### src/rtl/scan_pkg.sv
// Shared types and constants for the scan sequencer: FSM state encoding,
// dwell counter width and the last decoder select code.
package scan_pkg;

    typedef enum logic [1:0] {
        IDLE  = 2'd0,
        BLANK = 2'd1,
        DRIVE = 2'd2
    } state_t;

    localparam int         CNT_W    = 8;
    localparam logic [1:0] SEL_LAST = 2'd3;

endpackage

### src/rtl/scan_sequencer_dwell_timer.sv
// Loadable down-counter with a zero flag; shared by the BLANK and DRIVE
// phases. Decrement saturates at zero so the count can never wrap.
module dwell_timer
    import scan_pkg::*;
(
    input  logic             clk,
    input  logic             rst,
    input  logic             load_i,
    input  logic [CNT_W-1:0] load_val_i,
    input  logic             dec_i,
    output logic             zero_o
);

    logic [CNT_W-1:0] cnt_q, cnt_d;

    always_comb begin
        cnt_d = cnt_q;
        if (load_i) begin
            cnt_d = load_val_i;
        end else if (dec_i && (cnt_q != '0)) begin
            cnt_d = cnt_q - 1'b1;
        end
    end

    always_ff @(posedge clk) begin
        if (rst) begin
            cnt_q <= '0;
        end else begin
            cnt_q <= cnt_d;
        end
    end

    assign zero_o = (cnt_q == '0);

endmodule

### src/rtl/scan_sequencer.sv
// Scans a 2-to-4 active-low decoder: per select code, BLANK cycles with the
// enable off, then DWELL cycles with it on. Optional frame counter output
// is compiled in with SCAN_FRAME_CNT_EN.
module scan_sequencer
    import scan_pkg::state_t, scan_pkg::CNT_W, scan_pkg::SEL_LAST,
           scan_pkg::IDLE, scan_pkg::DRIVE;
#(
    parameter int DWELL = 4,
    parameter int BLANK = 1
) (
    input  logic             clk,
    input  logic             rst,
    input  logic             run,
    output logic [1:0]       sel,
    output logic             en_n,
    output logic             busy,
    output logic             frame_done
`ifdef SCAN_FRAME_CNT_EN
    ,
    output logic [CNT_W-1:0] frame_cnt
`endif
);

    // The BLANK state literal is package-qualified because the parameter
    // shares its name.
    localparam logic [CNT_W-1:0] DWELL_LD = CNT_W'(DWELL - 1);
    localparam logic [CNT_W-1:0] BLANK_LD = (BLANK == 0) ? '0 : CNT_W'(BLANK - 1);
    localparam state_t           FIRST_ST = (BLANK == 0) ? DRIVE : scan_pkg::BLANK;
    localparam logic [CNT_W-1:0] FIRST_LD = (BLANK == 0) ? DWELL_LD : BLANK_LD;

    state_t           state_q, state_d;
    logic [1:0]       sel_q, sel_d;
    logic             en_n_q, en_n_d;
    logic             busy_q, busy_d;
    logic             frame_done_q, frame_done_d;
    logic             ld;
    logic [CNT_W-1:0] ld_val;
    logic             dec;
    logic             zero;

    dwell_timer u_timer (
        .clk       (clk),
        .rst       (rst),
        .load_i    (ld),
        .load_val_i(ld_val),
        .dec_i     (dec),
        .zero_o    (zero)
    );

    always_comb begin
        state_d      = state_q;
        sel_d        = sel_q;
        frame_done_d = 1'b0;
        ld           = 1'b0;
        ld_val       = '0;
        dec          = 1'b0;
        unique case (state_q)
            IDLE: begin
                if (run) begin
                    state_d = FIRST_ST;
                    sel_d   = '0;
                    ld      = 1'b1;
                    ld_val  = FIRST_LD;
                end
            end
            scan_pkg::BLANK: begin
                if (zero) begin
                    state_d = DRIVE;
                    ld      = 1'b1;
                    ld_val  = DWELL_LD;
                end else begin
                    dec = 1'b1;
                end
            end
            DRIVE: begin
                if (!zero) begin
                    dec = 1'b1;
                end else if (sel_q != SEL_LAST) begin
                    sel_d   = sel_q + 2'd1;
                    state_d = FIRST_ST;
                    ld      = 1'b1;
                    ld_val  = FIRST_LD;
                end else begin
                    // Frame end: run is only consulted here, so a frame is never cut short.
                    frame_done_d = 1'b1;
                    sel_d        = '0;
                    ld           = 1'b1;
                    if (run) begin
                        state_d = FIRST_ST;
                        ld_val  = FIRST_LD;
                    end else begin
                        state_d = IDLE;
                    end
                end
            end
            default: begin
                state_d = IDLE;
                sel_d   = '0;
                ld      = 1'b1;
            end
        endcase
        en_n_d = (state_d != DRIVE);
        busy_d = (state_d != IDLE);
    end

    always_ff @(posedge clk) begin
        if (rst) begin
            state_q      <= IDLE;
            sel_q        <= '0;
            en_n_q       <= 1'b1;
            busy_q       <= 1'b0;
            frame_done_q <= 1'b0;
        end else begin
            state_q      <= state_d;
            sel_q        <= sel_d;
            en_n_q       <= en_n_d;
            busy_q       <= busy_d;
            frame_done_q <= frame_done_d;
        end
    end

    assign sel        = sel_q;
    assign en_n       = en_n_q;
    assign busy       = busy_q;
    assign frame_done = frame_done_q;

`ifdef SCAN_FRAME_CNT_EN
    logic [CNT_W-1:0] frame_cnt_q;

    always_ff @(posedge clk) begin
        if (rst) begin
            frame_cnt_q <= '0;
        end else if (frame_done_d) begin
            frame_cnt_q <= frame_cnt_q + 1'b1;
        end
    end

    assign frame_cnt = frame_cnt_q;
`endif

endmodule

### config.mk
export PLATFORM = sky130hd
export DESIGN_NAME = scan_sequencer
export DESIGN_NICKNAME = d
export VERILOG_FILES = /design/src/rtl/scan_pkg.sv /design/src/rtl/scan_sequencer_dwell_timer.sv /design/src/rtl/scan_sequencer.sv
export SDC_FILE = /design/constraint.sdc
export NUM_CORES = 1
export LEC_CHECK = 0
export ABC_AREA = 1
export CORE_UTILIZATION = 40
export CTS_BUF_LIST = sky130_fd_sc_hd__clkbuf_4 sky130_fd_sc_hd__clkbuf_8
export CTS_CLUSTER_SIZE = 10
export DETAILED_ROUTE_END_ITERATION = 16
export SLEW_MARGIN = 25
export SYNTH_ARGS = -nofsm -noshare
export SYNTH_HDL_FRONTEND = slang
export SYNTH_SLANG_ARGS = --single-unit
### constraint.sdc
create_clock -name clk -period 3.65 [get_ports clk]
set_input_delay 0.73 -clock clk [delete_from_list [all_inputs] [get_ports clk]]
set_output_delay 0.73 -clock clk [all_outputs]
set_load 0.01 [all_outputs]
==> results of run 1 <==
[final cells by class]
class / instances / share of cell area [%]
clock buffers: 4 / 3.14
repair buffers: 7 / 7.33
well taps: 27 / 3.53
multi-input cells: 85 / 47.9
flip-flops and latches: 15 / 31.4
inverters: 17 / 6.68
[layer usage]
layer / up-vias / global-route usage [%]
met5: - / 0
met4: 0 / 8.57
met3: 2 / 2.31
met2: 2 / 24.9
met1: 292 / 17.2
li1: 383 / -
[stage by stage]
step	area (sq um)	hold WS, ps	worst slack (ps)	utilization (%)
after floorplan	822	452	2250	-
after global placement	926	463	1660	47.7
after detailed placement	926	479	1650	47.7
after CTS	956	490	1690	49.2
after global routing	956	517	1650	49.2
final	956	488	1710	49.2
[worst paths after layout]
check                                        end  cells past startpoint
worst max-delay path                      sel[0]                      1
worst min-delay path            u_timer.cnt_q[7]                      2
worst max register to register  u_timer.cnt_q[7]                      9
worst min register to register  u_timer.cnt_q[7]                      2
[layout by cell type (no fill, tap or decap)]
| cell type | Yosys | final |
|---|---|---|
| o21ai_0 | 5 | 5 |
| dfxtp_1 | 15 | 15 |
| nand3_1 | 6 | 6 |
| nor3_1 | 2 | 2 |
| ha_1 | 6 | 6 |
| nand4_1 | 1 | 1 |
| xor2_1 | 3 | 3 |
| a21oi_1 | 2 | 2 |
| nor2_1 | 22 | 22 |
| clkbuf_4 | 0 | 4 |
| nand2_1 | 29 | 29 |
| nor2_2 | 2 | 2 |
| o21ai_2 | 1 | 1 |
| nand2_4 | 1 | 1 |
| clkdlybuf4s50_1 | 0 | 7 |
| nand3_2 | 1 | 1 |
| xnor2_1 | 1 | 1 |
| nor2_8 | 1 | 1 |
| nand2_2 | 1 | 1 |
| or2_1 | 1 | 1 |
| inv_1 | 17 | 17 |
[power groups by stage]
| stage | combinational [W] | clock, W | sequential (W) |
|---|---|---|---|
| after floorplan | 0.000470 | 0 | 0.000279 |
| after global placement | 0.000580 | 0 | 0.000282 |
| after global routing | 0.000659 | 0.000115 | 0.000287 |
| after detailed placement | 0.000583 | 0 | 0.000284 |
| after CTS | 0.000587 | 0.000105 | 0.000280 |
| final | 0.000578 | 0.0000994 | 0.000279 |
[flip-flops by register name, indices dropped and copies added (netlist names)]
register,cells
frame_done,1
busy,1
state_q,2
u_timer.cnt_q,8
en_n,1
sel,2
[kinds of logic (layout without fill, tap and decap cells)]
group | Yosys count | in the layout
AOI/OAI and AO/OA | 8 | 8
and+or+nand+nor | 67 | 67
xor gates and xnor gates | 4 | 4
buffers and inverters | 17 | 28
adders and majority gates | 6 | 6
DFF | 15 | 15
[cells in the mapped netlist]
library cell | n | area share, %
a21oi_1 | 2 | 1.2
dfxtp_1 | 15 | 37
ha_1 | 6 | 9.1
inv_1 | 17 | 7.8
nand2_1 | 29 | 13
nand2_2 | 1 | 0.76
nand2_4 | 1 | 1.4
nand3_1 | 6 | 3.7
nand3_2 | 1 | 1.2
nand4_1 | 1 | 0.76
nor2_1 | 22 | 10
nor2_2 | 2 | 1.5
nor2_8 | 1 | 2.4
nor3_1 | 2 | 1.2
o21ai_0 | 5 | 3.0
o21ai_2 | 1 | 1.1
or2_1 | 1 | 0.76
xnor2_1 | 1 | 1.1
xor2_1 | 3 | 3.2
==> results.ini, run 1 <==
[detailed_routing]
firstDrtPassIters=3
dr_wl_met2_um=660
vias_per_cell=4.38
wl_met3_um=23
highest_layer=met4
met1_length_um=706
vias=679
drt-total-wl_um=1400
ant_nets=0
drt_iter0_drc=6
drc=0
wl_per_cell_um=9.05

[setup_path]
arrival_ps=1210
end_kind=output pin
regToRegSetupSlack_ps=2110
cp.required_ps=2920
crit_chain=clkdlybuf4s50_1
crit_path_start=sel[0]
cp_max_fo=4
r2r-start=state_q[0]
critPathMaxStageDelay_ps=550
cp-start-kind=flop
critPathTopFamily=buffers and inverters
path_buf_inv=1
slowest_stage=clkdlybuf4s50_1
worstSetupPathType=flop to output pin

[final_layout]
nNetsFinal=138
antenna_cells=0
syn_to_final_growth_pct=16.3
layout-drive-gt1-share_pct=8.59
num-fill-cells=215
ff_latch_area_sq_um=300
multi_input_area_sq_um=458
instances_no_fill=155

[min_path]
hold_path.class=flop to flop
hp-start=u_timer.cnt_q[7]

[logic_synthesis]
synth.area.mux_share_pct=0
syn_area_sq_um=822
syn_inst=117
syn_nets=126
ys_ff_latch=15
synth_fa_ha_area_share_pct=9.13
synthXorXnorAreaFrac_pct=4.26
synth_top_family_by_area=simple AND/OR/NAND/NOR gates
synth_cell_types=19
syn_area_per_cell_sq_um=7.03
yosys.area_share.simple_pct=37.0
ys_seq_area_share_pct=36.5
synth_compound_area_share_pct=5.33
yosysWarnings=0

[flow_run]
cap_violations=0

[power]
powerDensity_mw_per_mm2=1000
seqPwrFrac_pct=29.2
p_clk_share_pct=10.4
pwr-share-comb_pct=60.4
total_power_w=0.000957
intPower_w=0.000503
leakage_nw=0.475
sw_frac_of_total_pct=47.4
vdd_ir_drop_max_v=0.000358
switching_power_w=0.000454

[place]
io_buffers=7
dp_hpwl_um=1150
gp_congestion=0.798
dp_cells=151

[grt]
grt_pass1_wl_um=2210
grt_max_degree=10
grt_pass1_vias=577
overflow=0
grt_antenna_before_repair=0
gr-usage-all-layers_pct=14.6

[clocking]
numCtsBuffers=3
cts_sinks=15
clockRootBuffer=clkbuf_4
cts-resized-gates=0
cts_hold_buf=0
cts_max_path_buffers=2
htree_num_levels=1
clk_pin_slew_ps=80
cts_setup_buffers=0
cts_tree=yes
clock_latency_ps=280

[sta]
finalCritPeriodShare_pct=53.0
maxSlewHeadroom_pct=81.3
grt_setup_unrepaired=false
skew_ps=3.20
worst_pin_slew_ps=280
min_period_ps=1940
setup_violations=0
final.setup.tns_ps=0
fmax_ghz=0.517
drv_slew=0
final_hold_viol_count=0

[die]
die_w_um=47.3
core-area_sq_mm=0.00194
ios=8
die_h_um=47.3
fp-row-count=16
initial_core_util_pct=42.3
dieArea_sq_mm=0.00224

[status]
status=finished clean

No activity file was read; power rests on OpenSTA's default activity.
==> run 2, diff against run 1 <==
==> constraint.sdc (replaced) <==
create_clock -name clk -period 1.8 [get_ports clk]
set_input_delay 0.36 -clock clk [delete_from_list [all_inputs] [get_ports clk]]
set_output_delay 0.36 -clock clk [all_outputs]
set_load 0.01 [all_outputs]
==> results.ini, run 2 (synthesis gave the netlist of run 1 again) <==
[clocking]
numCtsBuffers=3
cts-resized-gates=0
cts_max_path_buffers=2
cts_setup_buffers=0
cts_sinks=15
cts_tree=yes
clk_pin_slew_ps=80
clock_latency_ps=280
htree_num_levels=1
cts_hold_buf=0
clockRootBuffer=clkbuf_4

[flow_run]
cap_violations=0

[setup_path]
arrival_ps=1210
cp_max_fo=4
worstSetupPathType=flop to output pin
slowest_stage=clkdlybuf4s50_1
critPathMaxStageDelay_ps=550
path_buf_inv=1
critPathTopFamily=buffers and inverters
crit_chain=clkdlybuf4s50_1
cp.required_ps=1440
end_kind=output pin
cp-start-kind=flop

[power]
leakage_nw=0.475
powerDensity_mw_per_mm2=2040
vdd_ir_drop_max_v=0.000735

[detailed_routing]
wl_per_cell_um=9.06
drc=0
drt_iter0_drc=12
ant_nets=0
vias_per_cell=4.42
firstDrtPassIters=4
drt-total-wl_um=1400
vias=685

[sta]
setup_violations=0
fmax_ghz=0.638
skew_ps=1.22
final_hold_viol_count=0
finalCritPeriodShare_pct=87.0
worst_pin_slew_ps=273
final.setup.tns_ps=0
maxSlewHeadroom_pct=81.8
drv_slew=0
min_period_ps=1570
grt_setup_unrepaired=false

[final_layout]
largest_reg_flops=8
antenna_cells=0
num-fill-cells=209
syn_to_final_growth_pct=16.3
nNetsFinal=138
utilization_pct=49.2
final_cell_area_sq_um=956
largest-register=u_timer.cnt_q
final_common_cell=nand2_1
mostFrequentLayoutCells=29 x nand2_1, 22 x nor2_1, 17 x inv_1
layout-drive-gt1-share_pct=8.59

[die]
core-area_sq_mm=0.00194
fp-row-count=16
initial_core_util_pct=42.3
dieArea_sq_mm=0.00224
ios=8
die_w_um=47.3
die_h_um=47.3

[status]
status=finished clean

[place]
io_buffers=7
dpl_cell_area_sq_um=926
gp_congestion=0.798
dp_hpwl_um=1130

[grt]
overflow=0
grt_antenna_before_repair=0
grt_pass1_wl_um=2300
gr-usage-all-layers_pct=15.1
grt_pass1_vias=583
grt_max_degree=10

[min_path]
hold_path.class=flop to flop

-- run 2: cell counts in the layout (fill, tap and decap cells not counted) --
Identical to the previous run, type by type.
-- run 2: layout make-up --
class	instances	area, sq um	area share, %
clock buffers	4	30.0	3.14
inverters	17	63.8	6.68
multi-input cells	85	458	47.9
flip-flops and latches	15	300	31.4
well taps	27	33.8	3.53
repair buffers	7	70.1	7.33
-- run 2: report_power, final --
part | switching (W) | internal, W | total (W)
clock network | 0.0000997 | 0.000101 | 0.000201
registers | 0.000106 | 0.000459 | 0.000565
logic | 0.000727 | 0.000461 | 0.00119
-- run 2: per-stage QoR --
step	setup WS (ps)	hold WS, ps	instances	total power, W
6_report	233	488	155	0.00195
5_1_grt	86.2	520	155	0.00217
4_1_cts	214	491	155	0.00198
3_5_place_dp	165	480	151	0.00176
3_3_place_gp	184	463	151	0.00175
2_1_floorplan	441	432	117	0.00152
-- run 2: path summary, 6_finish.rpt --
kind | startpoint | endpoint | slack [ps] | cells after the start
worst min register to register | u_timer.cnt_q[7] | u_timer.cnt_q[7] | 490 | 2
worst max-delay path | sel[0] | sel[0] | 230 | 1
worst max register to register | state_q[0] | u_timer.cnt_q[7] | 240 | 9
worst min-delay path | u_timer.cnt_q[7] | u_timer.cnt_q[7] | 490 | 2
-- run 2: layer usage --
| layer | GRT usage [%] | part of all wire, % | vias to the layer above |
|---|---|---|---|
| li1 | - | - | 384 |
| met1 | 18.1 | 50 | 289 |
| met2 | 25.5 | 45 | 8 |
| met3 | 2.31 | 1.9 | 4 |
| met4 | 8.57 | 2.2 | 0 |
| met5 | 0 | 0 | - |
